===== src/rtl/ins_fetch_queue_if.sv =====
// ============================================================================
// ins_fetch_queue_if : fetch-queue bus (control, cache port, decode port)
// Revision 1.0
// ============================================================================
`default_nettype none

interface ins_fetch_queue_if #(
  parameter int ADDR_W = 32,
  parameter int DATA_W = 32,
  parameter int DEPTH  = 4
);
  localparam int CNT_W = $clog2(DEPTH) + 1;

  logic              en;
  logic              flush;
  logic [ADDR_W-1:0] flush_pc;
  logic              ic_req;
  logic [ADDR_W-1:0] ic_addr;
  logic              ic_ack;
  logic [DATA_W-1:0] ic_data;
  logic              ins_valid;
  logic [DATA_W-1:0] ins_out;
  logic [ADDR_W-1:0] ins_pc;
  logic              ins_ready;
  logic [CNT_W-1:0]  count;

  // master: the fetch queue itself
  modport master (
    input  en, flush, flush_pc, ic_ack, ic_data, ins_ready,
    output ic_req, ic_addr, ins_valid, ins_out, ins_pc, count
  );

  // slave: the surrounding pipeline and instruction cache
  modport slave (
    output en, flush, flush_pc, ic_ack, ic_data, ins_ready,
    input  ic_req, ic_addr, ins_valid, ins_out, ins_pc, count
  );
endinterface

`default_nettype wire


===== src/rtl/ins_fetch_queue.sv =====
// ============================================================================
// ins_fetch_queue : fetch PC owner, cache requester and instruction FIFO
// Revision 1.0
// ============================================================================
`default_nettype none

module ins_fetch_queue #(
  parameter int                 ADDR_W   = 32,
  parameter int                 DATA_W   = 32,
  parameter int                 DEPTH    = 4,
  parameter logic [ADDR_W-1:0]  RESET_PC = '0
) (
  input  logic                clk,
  input  logic                rst,
  ins_fetch_queue_if.master   bus
);
  localparam int PTR_W = $clog2(DEPTH);
  localparam int CNT_W = PTR_W + 1;

  typedef enum logic [1:0] {
    S_IDLE = 2'd0,
    S_WAIT = 2'd1,
    S_DROP = 2'd2
  } state_t;

  state_t             state_q;
  logic [ADDR_W-1:0]  pc_q;
  logic               ic_req_q;
  logic [ADDR_W-1:0]  ic_addr_q;
  logic [PTR_W-1:0]   wr_ptr_q;
  logic [PTR_W-1:0]   rd_ptr_q;
  logic [CNT_W-1:0]   count_q;
  logic [DATA_W-1:0]  data_mem_q [DEPTH];
  logic [ADDR_W-1:0]  pc_mem_q   [DEPTH];

  logic               ins_valid;
  logic               push;
  logic               pop;
  logic [CNT_W-1:0]   count_d;
  logic               space;
  logic [ADDR_W-1:0]  pc_inc;

  assign ins_valid = (count_q != '0);
  assign push      = (state_q == S_WAIT) && bus.ic_ack && !bus.flush;
  assign pop       = ins_valid && bus.ins_ready && !bus.flush;
  assign count_d   = count_q + CNT_W'(push) - CNT_W'(pop);
  // A new request only issues once the previous one has completed, so the
  // outstanding term is always zero at the decision point.
  assign space     = (count_d < CNT_W'(DEPTH));
  assign pc_inc    = pc_q + ADDR_W'(4);

  always_ff @(posedge clk or negedge rst) begin
    if (!rst) begin
      state_q   <= S_IDLE;
      pc_q      <= RESET_PC;
      ic_req_q  <= 1'b0;
      ic_addr_q <= '0;
      wr_ptr_q  <= '0;
      rd_ptr_q  <= '0;
      count_q   <= '0;
    end else if (bus.flush) begin
      pc_q     <= bus.flush_pc;
      ic_req_q <= 1'b0;
      wr_ptr_q <= '0;
      rd_ptr_q <= '0;
      count_q  <= '0;
      // Any request still unanswered must have its ack swallowed later.
      state_q  <= (state_q != S_IDLE && !bus.ic_ack) ? S_DROP : S_IDLE;
    end else begin
      count_q <= count_d;
      if (push) wr_ptr_q <= wr_ptr_q + PTR_W'(1);
      if (pop)  rd_ptr_q <= rd_ptr_q + PTR_W'(1);
      case (state_q)
        S_IDLE: begin
          if (bus.en && space) begin
            ic_req_q  <= 1'b1;
            ic_addr_q <= pc_q;
            state_q   <= S_WAIT;
          end
        end
        S_WAIT: begin
          if (bus.ic_ack) begin
            pc_q <= pc_inc;
            if (bus.en && space) begin
              ic_addr_q <= pc_inc;
            end else begin
              ic_req_q <= 1'b0;
              state_q  <= S_IDLE;
            end
          end
        end
        S_DROP: begin
          if (bus.ic_ack) state_q <= S_IDLE;
        end
        default: state_q <= S_IDLE;
      endcase
    end
  end

  // Storage needs no reset; the head is masked while the queue is empty.
  always_ff @(posedge clk) begin
    if (push) begin
      data_mem_q[wr_ptr_q] <= bus.ic_data;
      pc_mem_q[wr_ptr_q]   <= pc_q;
    end
  end

  assign bus.ic_req    = ic_req_q;
  assign bus.ic_addr   = ic_addr_q;
  assign bus.count     = count_q;
  assign bus.ins_valid = ins_valid;
  assign bus.ins_out   = ins_valid ? data_mem_q[rd_ptr_q] : '0;
  assign bus.ins_pc    = ins_valid ? pc_mem_q[rd_ptr_q]   : '0;

endmodule

`default_nettype wire

===== src/flat_wrapper.sv =====
// flat-port wrapper written by rule: the top's interface ports become plain ports
module ins_fetch_queue_flat 
#(
  parameter int                 ADDR_W   = 32,
  parameter int                 DATA_W   = 32,
  parameter int                 DEPTH    = 4,
  parameter logic [ADDR_W-1:0]  RESET_PC = '0
)
  (clk, rst, bus_en, bus_flush, bus_flush_pc, bus_ic_ack, bus_ic_data, bus_ins_ready, bus_ic_req, bus_ic_addr, bus_ins_valid, bus_ins_out, bus_ins_pc, bus_count);
  ins_fetch_queue_if #(.ADDR_W(ADDR_W), .DATA_W(DATA_W), .DEPTH(DEPTH)) bus_i ();
  input  logic clk;
  input  logic rst;
  input wire logic [$bits(bus_i.en)-1:0] bus_en;
  input wire logic [$bits(bus_i.flush)-1:0] bus_flush;
  input wire logic [$bits(bus_i.flush_pc)-1:0] bus_flush_pc;
  input wire logic [$bits(bus_i.ic_ack)-1:0] bus_ic_ack;
  input wire logic [$bits(bus_i.ic_data)-1:0] bus_ic_data;
  input wire logic [$bits(bus_i.ins_ready)-1:0] bus_ins_ready;
  output wire logic [$bits(bus_i.ic_req)-1:0] bus_ic_req;
  output wire logic [$bits(bus_i.ic_addr)-1:0] bus_ic_addr;
  output wire logic [$bits(bus_i.ins_valid)-1:0] bus_ins_valid;
  output wire logic [$bits(bus_i.ins_out)-1:0] bus_ins_out;
  output wire logic [$bits(bus_i.ins_pc)-1:0] bus_ins_pc;
  output wire logic [$bits(bus_i.count)-1:0] bus_count;
  assign bus_i.en = bus_en;
  assign bus_i.flush = bus_flush;
  assign bus_i.flush_pc = bus_flush_pc;
  assign bus_i.ic_ack = bus_ic_ack;
  assign bus_i.ic_data = bus_ic_data;
  assign bus_i.ins_ready = bus_ins_ready;
  assign bus_ic_req = bus_i.ic_req;
  assign bus_ic_addr = bus_i.ic_addr;
  assign bus_ins_valid = bus_i.ins_valid;
  assign bus_ins_out = bus_i.ins_out;
  assign bus_ins_pc = bus_i.ins_pc;
  assign bus_count = bus_i.count;
  ins_fetch_queue #(.ADDR_W(ADDR_W), .DATA_W(DATA_W), .DEPTH(DEPTH), .RESET_PC(RESET_PC)) u_core (.clk(clk), .rst(rst), .bus(bus_i));
endmodule

===== config.mk =====
export PLATFORM = sky130hd
export DESIGN_NAME = ins_fetch_queue_flat
export DESIGN_NICKNAME = d
export VERILOG_FILES = /design/src/rtl/ins_fetch_queue_if.sv /design/src/rtl/ins_fetch_queue.sv /design/src/flat_wrapper.sv
export SDC_FILE = /design/constraint.sdc
export NUM_CORES = 1
export LEC_CHECK = 0
export BUFFER_PORTS_ARGS = -buffer_cell sky130_fd_sc_hd__clkbuf_2
export CORE_MARGIN = 1
export CORE_UTILIZATION = 51
export CTS_CLUSTER_SIZE = 10
export DETAILED_ROUTE_END_ITERATION = 6
export GPL_TIMING_DRIVEN = 0
export PLACE_DENSITY = 0.77
export REMOVE_ABC_BUFFERS = 1
export SKIP_CTS_REPAIR_TIMING = 1
export SYNTH_ARGS = -nofsm -noshare
export SYNTH_HDL_FRONTEND = slang
export SYNTH_SLANG_ARGS = --single-unit

===== constraint.sdc =====
create_clock -name clk -period 5.72 [get_ports clk]
set_input_delay 0.572 -clock clk [delete_from_list [all_inputs] [get_ports clk]]
set_output_delay 0.572 -clock clk [all_outputs]
set_load 0.1 [all_outputs]

# Word-level counts from Yosys, hierarchy flattened
# Memories as Yosys holds them, arrays and structs flattened.
# Index checks and enable logic that the tools add are counted.
dict set report classes {
  bitwise 1
  eq_ne 9
  muxes 28
  magnitude_cmp 1
  reduce_logical 21
  add_sub_neg 5
}
# op count
set ops {}
lappend ops {{32-bit two-way mux} 8}
lappend ops {{32-bit case mux with 2 select lines} 1}
lappend ops {{32-bit by 3-bit adder with 32-bit output (second input constant)} 1}
lappend ops {{2-bit two-way mux} 10}
lappend ops {{2-bit nonzero test} 6}
lappend ops {{3-bit inequality test (second input constant)} 3}
lappend ops {{4-bit AND reduction} 2}
lappend ops {{1-bit logical AND} 6}
lappend ops {{1-bit two-way mux} 6}
lappend ops {{2-bit case mux with 3 select lines} 1}
lappend ops {{3-bit nonzero test} 2}
lappend ops {{5-bit AND reduction} 1}
lappend ops {{2-bit by 1-bit adder with 2-bit output (second input constant)} 2}
lappend ops {{2-bit inequality test (second input constant)} 2}
lappend ops {{3-bit by 1-bit adder with 3-bit output} 1}
lappend ops {{3-bit < comparator (second input constant)} 1}
lappend ops {{3-bit two-way mux} 1}
lappend ops {{3-bit by 2-bit inequality test with 1-bit output (second input constant)} 1}
lappend ops {{3-bit by 1-bit subtractor with 3-bit output} 1}
lappend ops {{2-bit by 1-bit equality test with 1-bit output (second input constant)} 1}
lappend ops {{2-bit equality test (second input constant)} 1}
lappend ops {{1-bit zero test} 2}
lappend ops {{2-bit zero test} 1}
lappend ops {{2-bit by 1-bit inequality test with 1-bit output (second input constant)} 1}
lappend ops {{3 further kinds} 3}
dict set report totals {
  word_cells 74
  regBits 74
  memories 2
  in_bits 70
  output_inout_bits 101
  mem_bits_rw 256
}
# memory depth width rd rd_clocked_by_memory_dff wr line_no
set memory_table {}
lappend memory_table {u_core.data_mem_q 4 32 1 0 1 ins_fetch_queue.sv:33} ;# logic [DATA_W-1:0] data_mem_q [DEPTH];
lappend memory_table {u_core.pc_mem_q 4 32 1 0 1 ins_fetch_queue.sv:34} ;# logic [ADDR_W-1:0] pc_mem_q [DEPTH];

# Longest topological paths before layout
# Gate-level depths: netlist (run 1).
dict set report logic_depth {
  depth_word 11
  mapped_depth 16
  depth_no_buf 13
}

# Worst setup path before layout (run 1)
# OpenSTA, ideal clock, no wires.
dict set report synth_timing {
  kind {register to register}
  start {reg u_core.count_q[1] (netlist: u_core.bus.count[1])}
  end {reg u_core.ic_addr_q[6] (netlist: u_core.bus.ic_addr[6])}
  setup_time_ps 122
  required_ps 5598
  path_stages_with_launch 17
  arrival_ps 3622
  synth_period_minus_slack_ps 3744
  setup_slack_ps 1976
  path_buffers 3
  cell_sequence {dfrtp_1 -> or3_1 -> clkbuf_1 -> nand2_1 -> nor2_1 -> ha_1 -> inv_1 -> ha_1 -> inv_1 -> fa_1 -> xnor3_2 -> nand2_2 -> or4_4 -> buf_6 -> buf_6 -> nand2_1 -> o21ai_2}
}
dict set report synth_between {
  elab_chain_len 8
  elab_cells_between_ends 10
  cone_classes {add/sub (2); order compare (1); eq/ne (2); reduce/logical (5)}
}
# element line_no
set synth_lines {}
lappend synth_lines {{from (decl)} ins_fetch_queue.sv:32} ;# logic [CNT_W-1:0] count_q;
lappend synth_lines {{from (signal assigned)} ins_fetch_queue.sv:70} ;# count_q <= count_d;
lappend synth_lines {{parallel branches: the longest is 3 deep, another holds 3-bit by 1-bit adder with 3-bit output} n/a}
lappend synth_lines {{3-bit by 1-bit subtractor with 3-bit output *} ins_fetch_queue.sv:46} ;# assign count_d = count_q + CNT_W'(push) - CNT_W'(pop);
lappend synth_lines {{3-bit < comparator *} ins_fetch_queue.sv:49} ;# assign space = (count_d < CNT_W'(DEPTH));
lappend synth_lines {{1-bit logical AND *} {ins_fetch_queue.sv:75, ins_fetch_queue.sv:84}}
lappend synth_lines {{2-bit inequality test (no source line) / 2-bit by 1-bit inequality test with 1-bit output (equally long branches)} n/a}
lappend synth_lines {{5-bit AND reduction (no source line) *} n/a}
lappend synth_lines {{to (signal assigned)} ins_fetch_queue.sv:77} ;# ic_addr_q <= pc_q;
lappend synth_lines {{to (signal assigned)} ins_fetch_queue.sv:85} ;# ic_addr_q <= pc_inc;
lappend synth_lines {{to (decl)} ins_fetch_queue.sv:29} ;# logic [ADDR_W-1:0] ic_addr_q;
# Mark *: on every way between the ends.
# A chain may end at the register's enable or synchronous reset.

# Final worst setup path (run 1)
dict set report layout_timing {
  start {reg u_core.count_q[2] (netlist: u_core.bus.count[2])}
  end {reg u_core.ic_addr_q[31] (netlist: u_core.bus.ic_addr[31])}
}
# The elaborated chain is that of the path after synthesis.

==> metrics.yaml, run 1 <==
outcome:
  outcome: "completed"
cts:
  numCtsBuffers: 38
  clock_latency_ns: 0.51
  cts.path.max_buffers: 3
  cts_tree: "built"
  htreeDepth: 2
  path_clk_slew_ns: 0.06
  ctsRootBufferMaster: "clkbuf_16"
  cts.sink_count: 330
floorplanning:
  core_area_sq_um: 26880
  ios: 171
  start_util_pct: 51.85
  die_y_microns: 167.3
  die-area_sq_um: 27990
  dieWidth_microns: 167.3
  std_cell_rows: 60
grt:
  antenna_found_initial: 0
  grt_max_degree: 78
  grt_use_total_pct: 21.47
  first_global_vias: 8142
  grt_overflow: 0
  grt_pass1_wl_mm: 45.55
timing:
  slew_viol_final: 0
  hold_viol_final: 0
  post-route-min-period_ns: 3.980
  max_freq_ghz: 0.2513
  worstMarginPinSlew_ns: 0.8551
  skew_ns: 0.01055
  fin_crit_sh_pct: 69.58
  setup_viol: 0
  rsz0062_at_grt: "no"
  fin_ws_ns: 1.740
  relSlewSlack_pct: 42.99
  hold_ws_ns: 0.01338
  fin_setup_tns_ns: 0
critical_path:
  arrival_ns: 4.37
  reg2reg_depth: 13
  path_class: "flip-flop to flip-flop"
  critPathLaunchType: "flip-flop"
  critPathMaxFanout: 55
  endpoint_kind: "flip-flop"
  cp.required_ns: 6.11
synthesis:
  synth_top_cell_area_share_pct: 55.17
  synthArstFlopShare_pct: 22.42
  synth_edf_count: 256
  syn_area_sq_um: 13930
  synth_commonest_cells: "edfxtp_1 (256), nand2_1 (82), dfrtp_1 (74)"
  synth_warnings: 0
  synth_cell_types: 53
  ys_seq_area_share_pct: 68.46
  synth_area_leader_cell: "edfxtp_1"
  synthCells: 862
  syn_avg_cell_area_sq_um: 16.17
  synthTopCellsByArea: "edfxtp_1 (55%), dfrtp_1 (13%), mux4_2 (10%)"
  ys.flop_type: "edfxtp_1"
  yosysMostFrequentCell: "edfxtp_1"
  ys_ff_latch: 330
routing:
  vias: 7837
  drt-total-wl_mm: 29.01
  drtIter0Drc: 631
  firstDrtPassIters: 5
  avgViaCountPerCell: 5.663
  wire_per_inst_microns: 20.96
  postRouteAntennaNets: 0
  drc_errors: 0
placed_design:
  dp_slack_ns: 1.323
  portBuffers: 170
  dpl.cell_count: 1329
  gp_congestion: 0.8061
  dp_hpwl_mm: 17.84
cells_and_area:
  drive_gt1_share_pct: 31.45
  antenna_cells: 0
  syn2layout_area_growth_pct: 16.19
  fin_nets: 1107
  stdcell_count: 1384
worst_hold_path:
  hold_class: "input pin to asynchronous set/reset pin"
job:
  cap_violations: 0
power:
  ir_worst_vdd_v: 0.0004978
  p_per_area_nw_per_um2: 530.3
  cellLeakagePower_uw: 0.005831
-- registers in the layout, summed over array words and instances, names as in the netlist --
| signal | count |
|---|---|
| u_core.data_mem_q | 128 |
| u_core.pc_mem_q | 128 |
| u_core.bus.ic_addr | 32 |
| u_core.pc_q | 32 |
| u_core.bus.count | 3 |
| u_core.rd_ptr_q | 2 |
| u_core.state_q | 2 |
| u_core.wr_ptr_q | 2 |
| u_core.bus.ic_req | 1 |
-- metrics by stage --
stage | util [%] | instance area [sq um] | total power [uW]
2_1_floorplan | - | 13630 | 5920
3_3_place_gp | 55.47 | 14910 | 6558
3_5_place_dp | 56.31 | 15130 | 6575
4_1_cts | 60.17 | 16170 | 8677
5_1_grt | 60.24 | 16190 | 8899
6_report | 60.24 | 16190 | 8586
-- logic make-up after synthesis --
group           count (synthesis)  share of synthesized area [%]
fa+ha+maj                       8                         0.7722
simple gates                  266                          10.53
compound gates                 69                          3.188
xor+xnor                       60                          3.879
buf+inv                        59                          2.379
mux                            70                          10.79
flops                         330                          68.46
-- final cells by class --
class,count,area [sq um]
repair buffers,179,1079
fillers,2065,10690
well taps,341,426.7
flip-flops and latches,330,9547
inverters,7,26.28
clock inverters,1,8.758
multi-input cells,473,4075
clock buffers,53,1028
-- layer usage --
metal,share of wire [%],vias up,GRT usage (%)
met4,2.8,0,7.100
met3,5.6,68,4.042
met2,49,270,34.86
met5,0,-,0
li1,-,3583,-
met1,42,3916,29.46
-- report_power, final --
part | leakage, uW | switching (uW) | internal [uW]
clock | 0.000502 | 854 | 1230
sequential | 0.00323 | 232 | 2780
combinational | 0.00210 | 2770 | 710
total | 0.00583 | 3860 | 4730
-- worst max-delay path, cell delays in order, from the launching register on --
cell	delay, ns
dfrtp_1	0.39
or3_2	0.80
nand2_1	0.21
nor2_1	0.06
ha_1	0.27
inv_1	0.06
ha_1	0.14
inv_1	0.05
fa_1	0.37
xnor3_2	0.26
nand2_2	0.10
or4_4	0.77
nor2_1	0.27
a21oi_1	0.09
-- final timing paths --
path / startpoint / end / slack (ns)
setup / recovery: u_core.bus.count[2]$_DFF_PN0_ / u_core.bus.ic_addr[31]$_DFFE_PN0P_ / 1.74
hold / removal: rst / u_core.pc_q[1]$_DFFE_PN0P_ / 0.01
setup reg to reg: u_core.bus.count[2]$_DFF_PN0_ / u_core.bus.ic_addr[31]$_DFFE_PN0P_ / 1.74
hold reg to reg: u_core.bus.ic_addr[24]$_DFFE_PN0P_ / u_core.bus.ic_addr[24]$_DFFE_PN0P_ / 0.48
max in group asynchronous: rst / u_core.rd_ptr_q[0]$_DFFE_PN0P_ / 5.10
min in group clk: bus_flush_pc[16] / u_core.pc_q[16]$_DFFE_PN0P_ / 0.27
-- layout by cell type (no fill, tap or decap), types with 22 or more instances in the layout --
cell,instances
and2_1,67
clkbuf_16,39
o21ai_0,25
clkbuf_2,168
edfxtp_1,256
xnor2_1,46
nand2_1,82
dfrtp_1,72
mux4_2,64
o21ai_2,22
nor2_1,30
Power figures use the tool's default switching activity.
==> run 2: changes to the inputs <==
--- a/config.mk
+++ b/config.mk
@@ -11,7 +11,7 @@
 export CTS_CLUSTER_SIZE = 10
 export DETAILED_ROUTE_END_ITERATION = 6
 export GPL_TIMING_DRIVEN = 0
-export PLACE_DENSITY = 0.77
+export PLACE_DENSITY = 0.8
 export REMOVE_ABC_BUFFERS = 1
 export SKIP_CTS_REPAIR_TIMING = 1
 export SYNTH_ARGS = -nofsm -noshare
==> constraint.sdc (replaced) <==
create_clock -name clk -period 3.3 [get_ports clk]
set_input_delay 0.33 -clock clk [delete_from_list [all_inputs] [get_ports clk]]
set_output_delay 0.33 -clock clk [all_outputs]
set_load 0.1 [all_outputs]
==> run 2 against run 1 <==
Effect of this change: the flow now finishes with violations (design-rule violations, negative setup slack); highest routed layer unchanged; maximum frequency grew 20%; sequential power is 73% higher; flip-flop and latch count did not move; clock skew increased by 0.0085 ns; first-iteration DRC count up 18%; die area did not move; critical endpoint is now u_core.bus.ic_addr[19]$_DFFE_PN0P_.
==> metrics.yaml, run 2 (synthesized netlist as in run 1, its figures left out) <==
outcome:
  outcome: "complete, but fails checks"
  violations: "design-rule violations, negative setup slack"
grt:
  first_global_vias: 8167  # +0.31%
  antenna_found_initial: 3  # +3
  grt_overflow: 0  # unchanged
  met1_usage_pct: 29.54  # +0.079 points
  grt_max_degree: 78  # unchanged
  grt_use_total_pct: 21.55  # +0.076 points
  busiest_layer: "met2"
  use_met2_pct: 34.53  # -0.33 points
  grt_pass1_wl_mm: 45.82  # +0.58%
  use_met3_pct: 4.254  # +0.21 points
routing:
  avgViaCountPerCell: 5.782  # +2.1%
  drtIter0Drc: 746  # +18%
  postRouteAntennaNets: 0  # unchanged
  drt-total-wl_mm: 31.54  # +8.7%
  firstDrtPassIters: 7  # +2
  wire_per_inst_microns: 22.35  # +6.6%
  drc_errors: 1  # +1
  vias: 8158  # +4.1%
cts:
  htreeDepth: 2  # unchanged
  clock_latency_ns: 0.52  # about the same
  cts.path.max_buffers: 3  # unchanged
  cts_tree: "built"
  cts.sink_count: 330  # unchanged
  path_clk_slew_ns: 0.06  # about the same
  ctsRootBufferMaster: "clkbuf_16"
  numCtsBuffers: 39  # +2.6%
cells_and_area:
  final_common_cell: "edfxtp_1"
  layout_common_cells: "edfxtp_1 (256), clkbuf_2 (168), nand2_1 (75), dfrtp_1 (68), and2_1 (67)"
  fin_util_pct: 61.53  # +1.3 points
  stdcell_count: 1411  # +2.0%
  fin_nets: 1125  # +1.6%
  fill_cells: 2028  # -1.8%
  reg_top3: "u_core.data_mem_q x128, u_core.pc_mem_q x128"
  drive_gt1_share_pct: 34.02  # +2.6 points
  antenna_cells: 0  # unchanged
  design_area_sq_um: 16540  # +2.1%
  syn2layout_area_growth_pct: 18.67
floorplanning:
  std_cell_rows: 60  # unchanged
  dieWidth_microns: 167.3  # unchanged
  core_area_sq_um: 26880  # unchanged
  die_y_microns: 167.3  # unchanged
  start_util_pct: 51.85  # unchanged
  die-area_sq_um: 27990  # unchanged
  ios: 171  # unchanged
placed_design:
  dp_hpwl_mm: 17.82  # -0.13%
  postPlaceCellArea_sq_um: 15140  # about the same
  dpl.cell_count: 1329  # unchanged
  gp_congestion: 0.8006  # -0.68%
  portBuffers: 170  # unchanged
  dp_slack_ns: -0.7035  # -2.026 ns
power:
  p_per_area_nw_per_um2: 932.4  # +76%
  cellLeakagePower_uw: 0.005969  # +2.4%
  ir_worst_vdd_v: 0.0008853  # +78%
worst_hold_path:
  min_path_cells: 3
  hold_class: "input pin to flip-flop"
  hold_start: "bus_flush_pc[16]"
timing:
  worstMarginPinSlew_ns: 0.9117  # +0.05656 ns
  setup_viol: 5  # +5
  max_freq_ghz: 0.3007  # +20%
  skew_ns: 0.01908  # +0.008525 ns
  hold_viol_final: 0  # unchanged
  fin_ws_ns: -0.02599  # -1.766 ns
  relSlewSlack_pct: 39.22  # -3.8 points
  slew_viol_final: 0  # unchanged
  fin_crit_sh_pct: 100.8  # +31 points
  rsz0062_at_grt: "yes"
  post-route-min-period_ns: 3.326  # -0.6541 ns
critical_path:
  r2r_start: "u_core.bus.count[1]$_DFF_PN0_"
  arrival_ns: 3.71  # -0.66 ns
  critPathMaxFanout: 5  # -91%
  cp.required_ns: 3.69  # -2.42 ns
  reg2reg_depth: 14  # +1
  path_class: "flip-flop to flip-flop"
  endpoint_kind: "flip-flop"
  cp-startpoint: "u_core.bus.count[1]$_DFF_PN0_"
  critPathLaunchType: "flip-flop"
job:
  cap_violations: 0  # unchanged
run 2: path summary, 6_finish.rpt:
check	to	slack (ns)
worst max-delay path	u_core.bus.ic_addr[19]$_DFFE_PN0P_	-0.03
worst min-delay path	u_core.pc_q[16]$_DFFE_PN0P_	0.02
worst max register to register	u_core.bus.ic_addr[19]$_DFFE_PN0P_	-0.03
worst min register to register	u_core.bus.ic_addr[16]$_DFFE_PN0P_	0.48
max in group asynchronous	u_core.rd_ptr_q[1]$_DFFE_PN0P_	2.44
min in group asynchronous	u_core.bus.ic_addr[0]$_DFFE_PN0P_	0.24
run 2: power breakdown:
part           internal [uW]  switching [uW]
Combinational           1370            5010
Sequential              4830             391
Clock                   2280            1540
run 2: routing by layer:
layer	up-vias	routed length (microns)	part of all wire, %
met4	0	866	2.7
met5	-	0	0
li1	3622	-	-
met3	63	2139	6.8
met2	343	15050	48
met1	4130	13480	43
run 2: final cells by class:
| type | count | area [sq um] | share of cell area, % |
|---|---|---|---|
| well taps | 341 | 426.7 | 2.580 |
| flip-flops and latches | 330 | 9552 | 57.76 |
| repair buffers | 190 | 1204 | 7.279 |
| clock inverters | 1 | 7.507 | 0.04540 |
| inverters | 7 | 26.28 | 0.1589 |
| clock buffers | 63 | 1109 | 6.704 |
| multi-input cells | 479 | 4212 | 25.47 |
run 2: metrics by stage:
stage / TNS [ns] / power (uW) / hold slack, ns
after CTS: -21.25 / 15220 / -0.3146
after detailed placement: -19.50 / 11410 / 0.2383
final: -0.04849 / 15420 / 0.02346
after floorplan: -112.25 / 10260 / 0.03441
after global placement: -645.01 / 11380 / 0.4623
after global routing: -1.769 / 15910 / 0.02017
run 2: worst max-delay path, cell delays in order, from the launching register on:
cell	delay [ns]
dfrtp_2	0.44
or3_4	0.42
nand2_4	0.08
nor2_2	0.03
ha_1	0.31
inv_1	0.06
ha_2	0.17
inv_2	0.04
fa_2	0.32
xnor3_2	0.31
nand2_4	0.11
or4_4	0.57
clkbuf_16	0.20
nand2_1	0.09
o21ai_2	0.05
